## src/rtl/ram_arb_pkg.sv

```systemverilog
// Shared types and constants for the RAMHelper port arbiter.
package ram_arb_pkg;

   localparam int RAM_WORD_W = 64;
   localparam int ID_W       = 3;
   localparam int MAX_REQ    = 8;

   typedef enum logic [1:0] {
      IDLE   = 2'd0,
      ACCESS = 2'd1,
      RESP   = 2'd2
   } state_t;

endpackage

```

## src/rtl/rr_arbiter.sv

```systemverilog
// Combinational round-robin picker: first asserted request at or above
// rr_ptr, wrapping modulo NUM_REQ. The pointer itself lives in the parent.
module rr_arbiter
   import ram_arb_pkg::*;
#(
   parameter int NUM_REQ = 2
) (
   input  logic [NUM_REQ-1:0] req,
   input  logic [ID_W-1:0]    rr_ptr,
   output logic [NUM_REQ-1:0] grant,
   output logic [ID_W-1:0]    grant_idx,
   output logic               grant_vld
);

   // One extra bit so ptr + offset never overflows before the wrap.
   logic [ID_W:0] cand;

   // Walk offsets 0..NUM_REQ-1 from the pointer; the first hit wins.
   always_comb begin
      grant     = '0;
      grant_idx = '0;
      grant_vld = 1'b0;
      cand      = '0;
      for (int k = 0; k < NUM_REQ; k++) begin
         cand = {1'b0, rr_ptr} + (ID_W+1)'(k);
         if (cand >= (ID_W+1)'(NUM_REQ))
            cand = cand - (ID_W+1)'(NUM_REQ);
         for (int i = 0; i < NUM_REQ; i++) begin
            if (!grant_vld && (cand == (ID_W+1)'(i)) && req[i]) begin
               grant[i]  = 1'b1;
               grant_idx = ID_W'(i);
               grant_vld = 1'b1;
            end
         end
      end
   end

endmodule

```

## src/rtl/ram_port_arbiter.sv

```systemverilog
// Shares one RAMHelper port among NUM_REQ requesters, one access in flight.
// IDLE arbitrates, ACCESS drives the RAM for one cycle, RESP holds the result.
module ram_port_arbiter
   import ram_arb_pkg::*;
#(
   parameter int NUM_REQ = 2,
   parameter int IDX_W   = 64
) (
   input  logic                            clk,
   input  logic                            reset,
   input  logic [NUM_REQ-1:0]              req_valid,
   output logic [NUM_REQ-1:0]              req_ready,
   input  logic [NUM_REQ-1:0]              req_wen,
   input  logic [NUM_REQ*IDX_W-1:0]        req_idx,
   input  logic [NUM_REQ*RAM_WORD_W-1:0]   req_wdata,
   input  logic [NUM_REQ*RAM_WORD_W-1:0]   req_wmask,
   output logic                            resp_valid,
   output logic [ID_W-1:0]                 resp_id,
   output logic [RAM_WORD_W-1:0]           resp_rdata,
   input  logic                            resp_ready,
   output logic                            ram_en,
   output logic                            ram_wen,
   output logic [RAM_WORD_W-1:0]           ram_rIdx,
   output logic [RAM_WORD_W-1:0]           ram_wIdx,
   output logic [RAM_WORD_W-1:0]           ram_wdata,
   output logic [RAM_WORD_W-1:0]           ram_wmask,
   input  logic [RAM_WORD_W-1:0]           ram_rdata
);

   if (NUM_REQ < 1 || NUM_REQ > MAX_REQ) begin : g_bad_num_req
      $error("ram_port_arbiter: NUM_REQ must be 1..8");
   end

   state_t                state, state_nxt;
   logic [ID_W-1:0]       rr_ptr;
   logic [NUM_REQ-1:0]    grant;
   logic [ID_W-1:0]       grant_idx;
   logic                  grant_vld;
   logic                  hs;

   logic [IDX_W-1:0]      sel_idx;
   logic                  sel_wen;
   logic [RAM_WORD_W-1:0] sel_wdata, sel_wmask;

   logic [IDX_W-1:0]      cmd_idx;
   logic [ID_W-1:0]       cmd_id;
   logic [RAM_WORD_W-1:0] cmd_wdata, cmd_wmask;

   rr_arbiter #(.NUM_REQ(NUM_REQ)) u_arb (
      .req       (req_valid),
      .rr_ptr    (rr_ptr),
      .grant     (grant),
      .grant_idx (grant_idx),
      .grant_vld (grant_vld)
   );

   // Only IDLE offers a grant; the handshake is implied by a valid winner.
   assign req_ready = (state == IDLE) ? grant : '0;
   assign hs        = (state == IDLE) && grant_vld;

   // Pick the granted requester's command fields (grant is one-hot or zero).
   always_comb begin
      sel_idx   = '0;
      sel_wen   = 1'b0;
      sel_wdata = '0;
      sel_wmask = '0;
      for (int i = 0; i < NUM_REQ; i++) begin
         if (grant[i]) begin
            sel_idx   = req_idx[i*IDX_W +: IDX_W];
            sel_wen   = req_wen[i];
            sel_wdata = req_wdata[i*RAM_WORD_W +: RAM_WORD_W];
            sel_wmask = req_wmask[i*RAM_WORD_W +: RAM_WORD_W];
         end
      end
   end

   // State register.
   always_ff @(posedge clk or posedge reset) begin
      if (reset) state <= IDLE;
      else       state <= state_nxt;
   end

   // Next-state logic: ACCESS is always exactly one cycle.
   always_comb begin
      state_nxt = state;
      case (state)
         IDLE:    if (hs) state_nxt = ACCESS;
         ACCESS:  state_nxt = RESP;
         RESP:    if (resp_ready) state_nxt = IDLE;
         default: state_nxt = IDLE;
      endcase
   end

   // Round-robin pointer moves past the winner on each handshake.
   always_ff @(posedge clk or posedge reset) begin
      if (reset)
         rr_ptr <= '0;
      else if (hs)
         rr_ptr <= (grant_idx == ID_W'(NUM_REQ-1)) ? '0 : grant_idx + ID_W'(1);
   end

   // Command register plus registered RAM strobes. ram_en/ram_wen are high
   // only in the cycle after a handshake (ACCESS) and clear asynchronously,
   // so a reset during ACCESS cannot commit a write.
   always_ff @(posedge clk or posedge reset) begin
      if (reset) begin
         ram_en    <= 1'b0;
         ram_wen   <= 1'b0;
         cmd_idx   <= '0;
         cmd_id    <= '0;
         cmd_wdata <= '0;
         cmd_wmask <= '0;
      end else begin
         ram_en  <= hs;
         ram_wen <= hs & sel_wen;
         if (hs) begin
            cmd_idx   <= sel_idx;
            cmd_id    <= grant_idx;
            cmd_wdata <= sel_wdata;
            cmd_wmask <= sel_wmask;
         end
      end
   end

   // Response capture at the end of ACCESS; RAM commits at the same edge,
   // so writes return the pre-write word.
   always_ff @(posedge clk or posedge reset) begin
      if (reset) begin
         resp_rdata <= '0;
         resp_id    <= '0;
      end else if (state == ACCESS) begin
         resp_rdata <= ram_rdata;
         resp_id    <= cmd_id;
      end
   end

   assign resp_valid = (state == RESP);
   assign ram_rIdx   = RAM_WORD_W'(cmd_idx);
   assign ram_wIdx   = RAM_WORD_W'(cmd_idx);
   assign ram_wdata  = cmd_wdata;
   assign ram_wmask  = cmd_wmask;

endmodule

```

## config.mk

```make
export PLATFORM = sky130hd
export DESIGN_NAME = ram_port_arbiter
export DESIGN_NICKNAME = d
export VERILOG_FILES = /design/src/rtl/ram_arb_pkg.sv /design/src/rtl/rr_arbiter.sv /design/src/rtl/ram_port_arbiter.sv
export SDC_FILE = /design/constraint.sdc
export NUM_CORES = 1
export LEC_CHECK = 0
export BUFFER_PORTS_ARGS = -buffer_cell sky130_fd_sc_hd__buf_2
export CORE_AREA = 2 2 305 307
export CTS_BUF_LIST = sky130_fd_sc_hd__clkbuf_16
export DETAILED_ROUTE_END_ITERATION = 8
export DIE_AREA = 0 0 307 309
export PLACE_DENSITY = 0.32
export SLEW_MARGIN = 5
export SYNTH_ARGS = -nofsm -noshare
export SYNTH_HDL_FRONTEND = slang
export SYNTH_SLANG_ARGS = --single-unit
```

## constraint.sdc

```tcl
create_clock -name clk -period 7.6 [get_ports clk]
set_clock_uncertainty 0.15 [all_clocks]
set_input_delay 0 -clock clk [delete_from_list [all_inputs] [get_ports clk]]
set_output_delay 0 -clock clk [all_outputs]
set_load 0.05 [all_outputs]
```

==> flow_summary.rst <==
.. list-table::
   :header-rows: 1

   * - Metric
     - Value
   * - Outcome
     - completed
   * - Total DRC errors in the routed layout
     - 0
   * - Wire length of the first global-routing pass
     - slightly below 90000 um
   * - Most common library cell in the layout ignoring fill and taps
     - buf_2
   * - Number of placed I/O pins
     - 783
   * - Startpoint type of the worst setup path
     - flop
   * - Sw Pwr
     - 0.00612 W
   * - Top library cells by usage in the layout, fill and taps aside
     - 779 x buf_2, 454 x dlygate4sd3_1, 376 x a21oi_1
   * - Number of fill cells in the layout
     - around 10k
   * - Setup Viol. Count Final
     - 0
   * - Global-route usage over all layers
     - 12.0%
   * - Share of synthesized area occupied by flip-flops and latches
     - between 50% and 60%
   * - Period utilization
     - about two fifths
   * - Worst setup slack after layout
     - roughly 4.5 ns
   * - Max transition margin
     - about a third
   * - HPWL reported at the end of detailed placement
     - approximately 43000 um
   * - Number of vias after detailed routing
     - between 10k and 15k
   * - CTS tree
     - built
   * - Synth Warn #
     - 0
   * - Cell count of the worst reg-to-reg path
     - 5
   * - Clk Latency, worst-skew pair
     - about 0.55 ns
   * - Via count of the first global-routing pass
     - 14.5k
   * - Worst R2R End
     - ram_wdata[51]
   * - Row Count
     - roughly 110
   * - Clk pin slew, worst setup/hold paths
     - around 0.060 ns
   * - Final min period
     - a little over 3 ns
   * - Critical path's largest stage delay
     - roughly 0.74 ns
   * - Layout cells sized above 1
     - between 40% and 50%
   * - Root Buffer
     - clkbuf_16
   * - Number of buffers inserted during clock tree synthesis
     - 35
   * - Final-stage net count
     - around 2.7k
   * - Area of the mapped netlist
     - approximately 12000 sq um
   * - Min-Delay Endpoint
     - state[1]
   * - Worst slack, placed
     - approximately 4.6 ns
   * - Fraction of power consumed by sequential logic
     - 24.4%
   * - H-tree level count
     - 2
   * - Hold Fails Final Rpt
     - 0
   * - FF-to-FF setup slack
     - around 4.5 ns
   * - Net Sw Frac
     - 56.6%
   * - Count of maximum capacitance violations
     - 0
   * - RSZ-0062 raised after global routing
     - no
   * - Total of cells resized after clock tree synthesis
     - 0
   * - Overall die width
     - 307 um
   * - Congestion Overflow GR
     - 0
   * - Critical path capture point type
     - flop
   * - Leak
     - between 9 and 10 nW
   * - Starting utilization of the core area
     - 13.4%
   * - Required time of the critical path
     - slightly below 8 ns
   * - Antenna violations before repair
     - 5
   * - Hold crit path type
     - in2reg
   * - WL/cell
     - between 15 and 20 um
   * - Cell area power density
     - slightly below 500 nW/um^2
   * - Number of synthesized register bits
     - around 260
   * - Share of total power in combinational logic
     - between 60% and 70%
   * - Critical path cell sequence
     - nand2b_4, buf_4, a32oi_1, dlygate4sd3_1, a21oi_1
   * - Hold WS
     - ~0.057 ns
   * - WL final
     - between 60000 and 70000 um
   * - Worst-path maximum fanout
     - 85
   * - Number of clock sinks seen by CTS
     - around 260
   * - RePlAce Congestion
     - between 0.7 and 0.8
   * - Internal power contribution
     - roughly 0.0047 W
   * - Launching point of the worst reg2reg path
     - rr_ptr[0]
   * - Number of pins exceeding their max-slew limit in the final report
     - 0
   * - Kind of critical path
     - reg2reg
   * - 1st-pass router iterations
     - 4
   * - Count of cell types in the netlist
     - 22
   * - Area growth, synth to finish
     - 81.6%
   * - Die Ht
     - ~310 um
   * - Post-CTS repair timing setup buffer count
     - 0
   * - Number of buffers added on ports
     - just under 800
   * - Number of nets with antenna violations after routing
     - 0
   * - Actual slew at the worst max-slew pin
     - 1.01 ns
   * - Power share of the clock group
     - between 10% and 20%
   * - Setup_tns
     - 0 ns
   * - Slowest stage cell, crit path
     - buf_4
   * - Timing-limited maximum frequency
     - roughly 330 MHz
   * - Starting DRT DRC Count
     - ~600
   * - Worst hold stages
     - 3
   * - Area of the die
     - 94900 sq um
   * - Post-synthesis area per instance
     - 10.9 sq um
   * - Core ar.
     - between 90000 and 100000 sq um
   * - Drt via density
     - roughly 4.1
   * - Hold Crit Start
     - resp_ready
   * - Number of buffers between clock root and the deepest sink
     - 3
   * - Maximum number of pins on one net before global-route repair
     - just under 200
   * - Synthesized instance count
     - roughly 1.1k
   * - Maximum ir drop on the vdd rail
     - 0.000204 V
   * - Signal arrival time at the worst endpoint
     - around 3.4 ns
layer usage:
metal / vias to the layer above / wire, um / GRT usage [%]
met5: - / 27 / 0
met4: 4 / 2100 / 4.90
met3: 95 / 2980 / 2.20
met2: 504 / 31700 / 21.8
met1: 6856 / 23800 / 13.8
li1: 6436 / - / -
power by group through the flow:
stage          Clock (W)  Combinational (W)  Sequential [W]
2_1_floorplan          0            0.00247         0.00504
6_report         0.00153            0.00664         0.00264
5_1_grt          0.00167            0.00700         0.00274
4_1_cts          0.00160            0.00670         0.00265
3_3_place_gp           0            0.00633         0.00266
3_5_place_dp           0            0.00635         0.00265
final cells by class:
class	instances	area, sq um	share of cell area (%)
timing repair buffer	1250	8600	38.7
sequential	263	6580	29.6
multi-input combinational	660	4520	20.3
tap	1186	1480	6.68
clock buffer	35	876	3.94
clock inverter	22	154	0.692
inverter	2	15.0	0.0675
antenna	1	2.50	0.0113
worst max-delay path by stage:
stage	from	end	slack (ns)	cells past startpoint
3_5_place_dp	state[1]	ram_wdata[16]	4.60	4
2_1_floorplan	reset	cmd_id[0]	0.21	1
3_3_place_gp	state[1]	ram_wdata[10]	4.71	4
5_1_grt	rr_ptr[0]	ram_wdata[51]	4.30	5
4_1_cts	rr_ptr[0]	ram_wdata[51]	4.50	5
6_report	rr_ptr[0]	ram_wdata[51]	4.54	5
registers in the layout (all words and copies together), names as in the netlist:
register	cells
ram_rIdx	64
ram_wdata	64
ram_wmask	64
resp_rdata	64
state	2
cmd_id	1
ram_en	1
ram_wen	1
resp_id	1
rr_ptr	1
synth_stat cells, drive strengths merged:
master	n	area share, %
a21oi	386	16
dfrtp	263	54
a32oi	193	14
clkbuf	103	3.2
buf	100	6.4
mux2	65	6.0
and2	3	0.15
nand2b	3	0.15
inv	2	0.061
nor2	2	0.082
a21boi	1	0.092
a31oi	1	0.051
and3	1	0.051
conb	1	0.031
nor2b	1	0.051
o21ai	1	0.041
or2	1	0.051
timing repair:
action / in CTS / in global routing
hold endpoints to repair: 342 / 0
hold buffers: 454 / 0
setup endpoints to repair: 0 / 0
cells by family (layout without fill, tap and decap cells):
kind of cell    Yosys count  count (layout)  synth area share (%)
other cells               1               3                0.0306
compound gates          582             582                  30.1
simple gates             11              11                 0.542
flops                   263             263                  53.8
mux                      65              65                  5.98
buf+inv                 205            1309                  9.60
through the flow:
step           cell area, sq um  utilization (%)  total power, W  std cells
6_report                  22200             24.3          0.0108       3419
3_3_place_gp              16700             18.2         0.00899       2907
2_1_floorplan             12200                -         0.00750       1128
3_5_place_dp              16700             18.2         0.00901       2907
5_1_grt                   22200             24.3          0.0114       3418
4_1_cts                   22200             24.3          0.0110       3418
worst max-delay path: cells and delay by family, from the launching register on:
kind            cells  cell delay [ns]
flops               1             0.43
buf+inv             2             1.42
compound gates      2             0.43
simple gates        1             0.45
(Power assumes the default switching activity.)
